`src/rtl/instr_encoder.sv`:
```
// RV32I instruction encoder: packs instruction fields into 32-bit words, tags each
// word with a sequential instruction-memory address and queues it in an output FIFO.
module instr_encoder #(
    parameter int unsigned       DEPTH     = 4,
    parameter int unsigned       ADDR_W    = 32,
    parameter logic [ADDR_W-1:0] BASE_ADDR = '0
) (
    input  logic              clk,
    input  logic              rst_n,
    input  logic              Clear,
    input  logic              InValid,
    output logic              InReady,
    input  logic [2:0]        InstType,
    input  logic [6:0]        OpCode,
    input  logic [2:0]        Funct3,
    input  logic [6:0]        Funct7,
    input  logic [4:0]        Rd,
    input  logic [4:0]        Rs1,
    input  logic [4:0]        Rs2,
    input  logic [31:0]       Imm,
    output logic              OutValid,
    input  logic              OutReady,
    output logic [31:0]       OutWord,
    output logic [ADDR_W-1:0] OutAddr,
    output logic              ErrFlag,
    output logic [7:0]        ErrCount
);

    localparam int unsigned PTR_W = (DEPTH > 1) ? $clog2(DEPTH) : 1;
    localparam int unsigned CNT_W = $clog2(DEPTH + 1);

    localparam logic [CNT_W-1:0] CNT_FULL = CNT_W'(DEPTH);
    localparam logic [CNT_W-1:0] CNT_ONE  = CNT_W'(1);
    localparam logic [PTR_W-1:0] PTR_ONE  = PTR_W'(1);

    localparam logic [2:0] TYPE_R = 3'd0;
    localparam logic [2:0] TYPE_I = 3'd1;
    localparam logic [2:0] TYPE_S = 3'd2;
    localparam logic [2:0] TYPE_B = 3'd3;
    localparam logic [2:0] TYPE_U = 3'd4;
    localparam logic [2:0] TYPE_J = 3'd5;

    localparam logic [6:0] OP_IMM = 7'b0010011;

    // ------------------------------------------------------------------
    // Combinational encode and legality check
    // ------------------------------------------------------------------
    logic        is_shift;
    logic        sext12;
    logic        sext13;
    logic        sext21;
    logic [31:0] enc_word;
    logic        enc_legal;

    assign is_shift = (OpCode == OP_IMM) && ((Funct3 == 3'b001) || (Funct3 == 3'b101));
    assign sext12   = (Imm[31:11] == {21{Imm[11]}});
    assign sext13   = (Imm[31:12] == {20{Imm[12]}});
    assign sext21   = (Imm[31:20] == {12{Imm[20]}});

    always_comb begin
        enc_word  = 32'd0;
        enc_legal = 1'b0;
        case (InstType)
            TYPE_R: begin
                enc_word  = {Funct7, Rs2, Rs1, Funct3, Rd, OpCode};
                enc_legal = 1'b1;
            end
            TYPE_I: begin
                if (is_shift) begin
                    // Shift immediates carry the shamt in [24:20] and funct7 above it.
                    enc_word  = {Funct7, Imm[4:0], Rs1, Funct3, Rd, OpCode};
                    enc_legal = (Imm[31:5] == 27'd0);
                end else begin
                    enc_word  = {Imm[11:0], Rs1, Funct3, Rd, OpCode};
                    enc_legal = sext12;
                end
            end
            TYPE_S: begin
                enc_word  = {Imm[11:5], Rs2, Rs1, Funct3, Imm[4:0], OpCode};
                enc_legal = sext12;
            end
            TYPE_B: begin
                enc_word  = {Imm[12], Imm[10:5], Rs2, Rs1, Funct3, Imm[4:1], Imm[11], OpCode};
                enc_legal = sext13 && !Imm[0];
            end
            TYPE_U: begin
                enc_word  = {Imm[31:12], Rd, OpCode};
                enc_legal = (Imm[11:0] == 12'd0);
            end
            TYPE_J: begin
                enc_word  = {Imm[20], Imm[10:1], Imm[11], Imm[19:12], Rd, OpCode};
                enc_legal = sext21 && !Imm[0];
            end
            default: begin
                enc_word  = 32'd0;
                enc_legal = 1'b0;
            end
        endcase
    end

    // ------------------------------------------------------------------
    // Handshake
    // ------------------------------------------------------------------
    logic [PTR_W-1:0]  wr_ptr_q, wr_ptr_d;
    logic [PTR_W-1:0]  rd_ptr_q, rd_ptr_d;
    logic [CNT_W-1:0]  count_q, count_d;
    logic [ADDR_W-1:0] addr_q, addr_d;
    logic [31:0]       out_word_q, out_word_d;
    logic [ADDR_W-1:0] out_addr_q, out_addr_d;
    logic              err_flag_q, err_flag_d;
    logic [7:0]        err_count_q, err_count_d;

    logic accept;
    logic push;
    logic reject;
    logic pop;

    assign InReady  = (count_q != CNT_FULL);
    assign OutValid = (count_q != '0);
    assign OutWord  = out_word_q;
    assign OutAddr  = out_addr_q;
    assign ErrFlag  = err_flag_q;
    assign ErrCount = err_count_q;

    assign accept = InValid && InReady && !Clear;
    assign push   = accept && enc_legal;
    assign reject = accept && !enc_legal;
    assign pop    = OutValid && OutReady && !Clear;

    // ------------------------------------------------------------------
    // Storage
    // ------------------------------------------------------------------
    logic [31:0]       mem_word [DEPTH];
    logic [ADDR_W-1:0] mem_addr [DEPTH];

    always_ff @(posedge clk) begin
        if (push) begin
            mem_word[wr_ptr_q] <= enc_word;
            mem_addr[wr_ptr_q] <= addr_q;
        end
    end

    // ------------------------------------------------------------------
    // Next-state logic
    // ------------------------------------------------------------------
    always_comb begin
        wr_ptr_d    = wr_ptr_q;
        rd_ptr_d    = rd_ptr_q;
        count_d     = count_q;
        addr_d      = addr_q;
        out_word_d  = out_word_q;
        out_addr_d  = out_addr_q;
        err_flag_d  = err_flag_q;
        err_count_d = err_count_q;

        if (Clear) begin
            wr_ptr_d = '0;
            rd_ptr_d = '0;
            count_d  = '0;
            addr_d   = BASE_ADDR;
        end else begin
            if (push) begin
                wr_ptr_d = wr_ptr_q + PTR_ONE;
                addr_d   = addr_q + ADDR_W'(4);
            end
            if (pop) begin
                rd_ptr_d = rd_ptr_q + PTR_ONE;
            end
            case ({push, pop})
                2'b10:   count_d = count_q + CNT_ONE;
                2'b01:   count_d = count_q - CNT_ONE;
                default: count_d = count_q;
            endcase

            if (reject) begin
                err_flag_d = 1'b1;
                if (err_count_q != 8'hFF) begin
                    err_count_d = err_count_q + 8'd1;
                end
            end

            // Head register reloads when the head moves; the word being pushed
            // this cycle becomes the head directly if nothing older remains.
            if ((pop || !OutValid) && (count_d != '0)) begin
                if (count_q == (pop ? CNT_ONE : '0)) begin
                    out_word_d = enc_word;
                    out_addr_d = addr_q;
                end else begin
                    out_word_d = mem_word[rd_ptr_d];
                    out_addr_d = mem_addr[rd_ptr_d];
                end
            end
        end
    end

    // ------------------------------------------------------------------
    // State registers
    // ------------------------------------------------------------------
    always_ff @(posedge clk or negedge rst_n) begin
        if (!rst_n) begin
            wr_ptr_q    <= '0;
            rd_ptr_q    <= '0;
            count_q     <= '0;
            addr_q      <= BASE_ADDR;
            out_word_q  <= 32'd0;
            out_addr_q  <= BASE_ADDR;
            err_flag_q  <= 1'b0;
            err_count_q <= 8'd0;
        end else begin
            wr_ptr_q    <= wr_ptr_d;
            rd_ptr_q    <= rd_ptr_d;
            count_q     <= count_d;
            addr_q      <= addr_d;
            out_word_q  <= out_word_d;
            out_addr_q  <= out_addr_d;
            err_flag_q  <= err_flag_d;
            err_count_q <= err_count_d;
        end
    end

endmodule

```
`config.mk`:
```
export PLATFORM = sky130hd
export DESIGN_NAME = instr_encoder
export DESIGN_NICKNAME = d
export VERILOG_FILES = /design/src/rtl/instr_encoder.sv
export SDC_FILE = /design/constraint.sdc
export NUM_CORES = 1
export LEC_CHECK = 0
export CAP_MARGIN = 20
export CELL_PAD_IN_SITES_DETAIL_PLACEMENT = 0
export CELL_PAD_IN_SITES_GLOBAL_PLACEMENT = 2
export CORE_ASPECT_RATIO = 0.75
export CORE_MARGIN = 5
export CORE_UTILIZATION = 46
export CTS_CLUSTER_DIAMETER = 100
export DETAILED_ROUTE_END_ITERATION = 6
export DONT_BUFFER_PORTS = 1
export PLACE_DENSITY_LB_ADDON = 0.08
export SLEW_MARGIN = 30
export SYNTH_ARGS = -nofsm -noshare
export SYNTH_HDL_FRONTEND = slang
export SYNTH_SLANG_ARGS = --single-unit
```
`constraint.sdc`:
```
create_clock -name clk -period 7 [get_ports clk]
set_clock_uncertainty 0.15 [all_clocks]
set_input_delay 0.35 -clock clk [delete_from_list [all_inputs] [get_ports clk]]
set_output_delay 0.35 -clock clk [all_outputs]
set_load 0.02 [all_outputs]
```
# Word level (Yosys, flattened, before mapping)
# Memories as Yosys holds them, arrays and structs flattened.
# Index checks and enable logic that the tools add are counted.
[op_classes]
add_sub_neg = 6
eq_ne = 16
muxes = 19
bitwise = 1
n_reduce_logical = 25
[ops]
columns = ["op", "count"]
rows = [
  ["$pmux 32 s6", 1],
  ["$mux 32", 5],
  ["$add 32x3->32 const B", 1],
  ["$logic_not 27->1", 1],
  ["$eq 20x20->1", 1],
  ["$eq 19x19->1", 1],
  ["$logic_not 12->1", 1],
  ["$eq 11x11->1", 1],
  ["$logic_and 1x1->1", 10],
  ["$mux 2", 5],
  ["$eq 3x3->1 const B", 3],
  ["$add 8x1->8 const B", 1],
  ["$ne 8x8->1 const B", 1],
  ["$eq 7x5->1 const B", 1],
  ["$eq 3x1->1 const B", 2],
  ["$eq 3x2->1 const B", 2],
  ["$mux 3", 2],
  ["$pmux 1 s6", 1],
  ["$pmux 3 s2", 1],
  ["$reduce_bool 3->1", 2],
  ["$add 2x1->2 const B", 2],
  ["$logic_not 1->1", 4],
  ["$mux 1", 4],
  ["$reduce_and 2->1", 2],
  ["other kinds (11)", 12],
]
[word_totals]
reg_bits = 112
ram_bits = 256
input_bits = 72
output_inout_bits = 75
word_cells = 77
mem_count = 2
[mem_list]
columns = ["memory", "depth", "width", "read_ports", "rd_ports_with_merged_regs", "write_ports", "line", "rtl"]
rows = [
  ["mem_addr", 4, 32, 1, 0, 1, "134", "logic [ADDR_W-1:0] mem_addr [DEPTH];"],
  ["mem_word", 4, 32, 1, 0, 1, "133", "logic [31:0] mem_word [DEPTH];"],
]

# Longest topological paths before layout
[depth]
word_depth = 12
ltp_mapped = 18
mapped_depth_nobuf = 16

# Least setup slack after synthesis
# OpenSTA, ideal clock, no wires.
[synth_path]
path_type = "input to register"
start = "input Imm[28]"
end = "register out_word_q[28] (netlist: OutWord[28])"
setup_time_ns = 0.123
arrival_ns = 4.431
required_ns = 6.727
path_slack_ns = 2.296
path_stages = 16
path_buffers = 2
cell_sequence = "or4_4 > o41a_1 > a221o_1 > a31oi_4 > inv_4 > buf_2 > ha_1 > fa_1 > xnor2_1 > xnor2_1 > nor4b_1 > or3_1 > clkbuf_1 > nor3_1 > a32oi_1 > o221a_2"
[synth_via]
elab_chain_cells = 10
word_cells_on_any_way = 18
cone_classes = "eq/ne: 5; mux: 6; reduce/logical: 7"
[synth_rtl]
columns = ["item", "line", "rtl"]
rows = [
  ["from (decl)", "20", "input logic [31:0] Imm,"],
  ["$eq 20x20->1, or another cell as far along", "56", "assign sext12 = (Imm[31:11] == {21{Imm[11]}});"],
  ["$mux 1, or another cell as far along", "69", "if (is_shift) begin"],
  ["$pmux 1 s6", "63", "case (InstType)"],
  ["$logic_and 1x1->1", "126", "assign push = accept && enc_legal;"],
  ["$eq 2x1->1 or $eq 2x2->1 (tied branches)", "169", "case ({push, pop})"],
  ["$pmux 3 s2", "169", ""],
  ["$mux 3", "156", "if (Clear) begin"],
  ["$reduce_bool 3->1", "184", "if ((pop || !OutValid) && (count_d != '0)) begin"],
  ["$logic_and 1x1->1", "184", ""],
  ["$reduce_and 2->1 (no source line)", "--", ""],
  ["to (signal assigned)", "214", "out_word_q <= out_word_d;"],
  ["to (decl)", "108", "logic [31:0] out_word_q, out_word_d;"],
]
# Parallel ways exist; a longest one is shown, timed or not. The select of a mux whose other input is x is not followed.
# A chain may end at the register's enable or synchronous reset.

# Worst setup path after layout
[layout_path]
start = "input Imm[14]"
end = "register out_word_q[29] (netlist: OutWord[29])"
[layout_via]
elab_chain_cells = 10
word_cells_on_any_way = 14
cone_classes = "eq/ne: 4; mux: 4; reduce/logical: 6"
[layout_rtl]
columns = ["item", "line"]
rows = [
  ["$eq 20x20->1, or another cell as far along", "56"],
  ["$mux 1 or $logic_and 1x1->1 (tied branches)", "69, 84"],
  ["$pmux 1 s6 *", "63"],
  ["$logic_and 1x1->1 *", "126"],
  ["$eq 2x1->1 or $eq 2x2->1 (tied branches)", "169"],
  ["$pmux 3 s2 *", "169"],
  ["$mux 3 *", "156"],
  ["$reduce_bool 3->1 *", "184"],
  ["$logic_and 1x1->1 *", "184"],
  ["$reduce_and 2->1 (no source line) *", "--"],
]
# Mark *: on every way between the ends. The rest lies on a longest branch, timed or not. The select of a mux whose other input is x is not followed.

==> key figures <==
Run status
  – Status: complete, no violations

Setup path
  – Worst R2R End: OutWord[29]
  – Kind of end point of the critical path: register
  – Crit-path cells: nor4_1 > nand4_1 > nor4_1 > o221ai_1 > a31oi_4 > inv_4 > ha_1 > fa_1 > xnor2_1 > xnor2_1 > nor4b_1 > or3_2 > nor3_1 > a32oi_1 > o221a_2
  – Worst r2r path cells: 15
  – Highest-delay cell along the critical path: nor3_1
  – CP endpoint: OutWord[29]
  – Reg-to-Reg Start: count_q[0]
  – Stages on worst setup path: 15
  – Crit path from: Imm[14]
  – Critical Path RT: 7.26 ns
  – R2R Setup Slk: 1.80 ns
  – Crit path max-delay family: simple AND/OR/NAND/NOR gates
  – Kind of critical path: input pin to register
  – WP buf/inv: 1
  – Crit path max fanout: 24
  – CP startpoint kind: input pin
  – Worst stage delay on the critical path: 0.84 ns
  – Worst endpoint data arrival time: 5.48 ns

Final layout
  – Commonest cells after routing, fill and taps aside: edfxtp_1, nand2_1, nor3_1
  – Area delta synth->final: 12.0%
  – Post-route insts no fill: 1764
  – # diodes: 0
  – Fraction of layout cells with a size suffix above 1: 8.22%
  – NumNets Final: 1366
  – Commonest non-fill, non-tap cell in the layout: edfxtp_1
  – Design Area, Final: 17200 um^2

Clock tree
  – Max clock buf depth: 3
  – H-Tree Depth: 2
  – Post-CTS setup buffers: 0
  – CTS Sinks: 356
  – Clock Latency Late Sink: 0.54 ns
  – CTS Buf Count: 37
  – Post-CTS sizing: 0
  – Reg clk slew, reported paths: 0.06 ns
  – Clock root cell: clkbuf_16
  – CTS tree: done

STA
  – RSZ-0062 raised after global routing: false
  – Period utilisation layout: 74.5%
  – Worst-Margin Slew: 0.931 ns
  – Max Fclk: 0.192 GHz
  – Final setup fails: 0
  – Final Hold Fails: 0
  – Min Tclk post-route: 5.22 ns
  – Fin. max-slew vios: 0
  – Worst slew margin: 37.9%
  – Setup ws final: 1.78 ns
  – TNS Setup: 0 ns

Synth
  – Post-synth ARST share: 30.3%
  – Synth Instances: 1294
  – EDFF count, synth: 248
  – Synthesized flop and latch total: 356
  – Ys Warns: 0
  – Yosys cell types: 64
  – Sequential element share of the synthesized area: 66.0%
  – Mapped Area: 15400 um^2
  – Avg Inst Size Synth: 11.9 um^2
  – Post-synth top flop: edfxtp_1

Floorplan
  – Top Ports: 147
  – Core Area: 33200 um^2
  – Die ar.: 37200 um^2
  – Die Wd: 221 um
  – Die height: 168 um
  – Placement Rows: 58
  – Initial cell density of the core: 46.3%

Placed design
  – DP HPWL: 23400 um
  – Placed Area: 15800 um^2
  – Buffers on Ports: 0
  – Placement Setup Slack: 1.33 ns
  – Routability cong.: 0.833
  – Cells after DPL: 1675

Routing
  – Number of remaining DRC errors: 0
  – Routed vias/inst: 5.85
  – Initial DRC Count: 848
  – Detail Route Antenna Nets: 0
  – Vias: 10300
  – Drt pass-1 iters: 5
  – Final wirelength: 40100 um
  – Drt wl/cell: 22.7 um

Power and ir drop
  – Leakage: 0.00633 uW
  – PD cells: 299 nW/um^2
  – Max IR drop VDD: 0.000226 V

Global route
  – Initial antenna violation count: 0
  – Vias in the first global route: 10200
  – Total grt overflow: 0
  – First-pass GRT wire length: 62700 um
  – Overall Global Routing Usage: 21.3%
  – Pin count of the biggest net entering global routing: 109

Min path
  – Worst Hold Class: input pin to register

Flow run
  – Max Cap Viol: 0
## metrics by stage
stage / hold WS (ns) / util [%] / power, uW
after detailed placement: -0.0915 / 47.5 / 3210
after global routing: 0.0198 / 51.8 / 5380
after global placement: -0.0919 / 47.4 / 3200
after CTS: 0.00315 / 51.8 / 5220
after floorplan: -0.0956 / - / 3070
final: 0.0123 / 51.8 / 5160
## report_power, final
| group | internal [uW] | total [uW] | switching (uW) |
|---|---|---|---|
| Combinational | 159 | 361 | 202 |
| Clock | 1160 | 1970 | 809 |
| Sequential | 2430 | 2820 | 391 |
| Total | 3750 | 5160 | 1400 |
## logic make-up (layout without fill, tap and decap cells)
group | after synthesis | after routing | synth area share [%]
flip-flops | 356 | 356 | 66.0
XOR/XNOR | 14 | 14 | 0.846
other | 1 | 2 | 0.0244
multiplexers | 24 | 24 | 2.14
adder cells (fa/ha/maj) | 9 | 9 | 0.781
AND/OR/NAND/NOR | 589 | 589 | 18.1
AO/OA/AOI/OAI | 195 | 195 | 9.37
buffers and inverters | 106 | 125 | 2.77
## timing repair
action	4_1_cts	5_1_grt
hold endpoints to repair	206	0
endpoints found under the setup margin	0	0
hold buffers	21	0
## worst min path at each step
stage                     start               to  slack (ns)  cells past startpoint
floorplan                 rst_n      ErrCount[0]        -0.1                      0
global placement          rst_n      OutWord[17]       -0.09                      0
detailed placement        rst_n      OutWord[17]       -0.09                      0
CTS                      Rs1[0]  mem_word[2][15]       0.003                      1
global route        InstType[2]  mem_word[2][31]        0.02                      1
finish                  Imm[27]  mem_word[1][27]        0.01                      2
## cell usage after synthesis, types with 19 or more instances
cell type | count | area (um^2)
nand3_1 | 73 | 365
inv_1 | 19 | 71.3
a221oi_1 | 39 | 342
dfrtp_1 | 108 | 2700
a22oi_1 | 22 | 165
clkbuf_1 | 64 | 240
nor3_1 | 156 | 781
nand2_1 | 166 | 623
o21ai_0 | 38 | 190
edfxtp_1 | 248 | 7450
nor2_1 | 98 | 368
a21oi_1 | 26 | 130
## state kept, by name (all words and copies together), names as in the netlist
register,cells
OutAddr,30
ErrCount,8
wr_ptr_q,2
addr_q,30
OutWord,32
mem_addr,120
rd_ptr_q,2
ErrFlag,1
mem_word,128
count_q,3
## layer usage
metal  share of wire, %  track usage [%]  routed length (um)
met1                 48             31.6               19300
met2                 44             32.1               17700
met3                5.6             4.58                2230
met4                2.1             5.42                 831
met5                  0                0                   0
## final cells by class
cell class | instances | area [um^2]
multi-input combinational | 833 | 4860
clock inverter | 18 | 160
clock buffer | 50 | 1050
sequential | 356 | 10100
timing repair buffer | 37 | 358
inverter | 20 | 77.6
tap | 450 | 563
fill | 3011 | 16000
No activity file was read; power rests on OpenSTA's default activity.
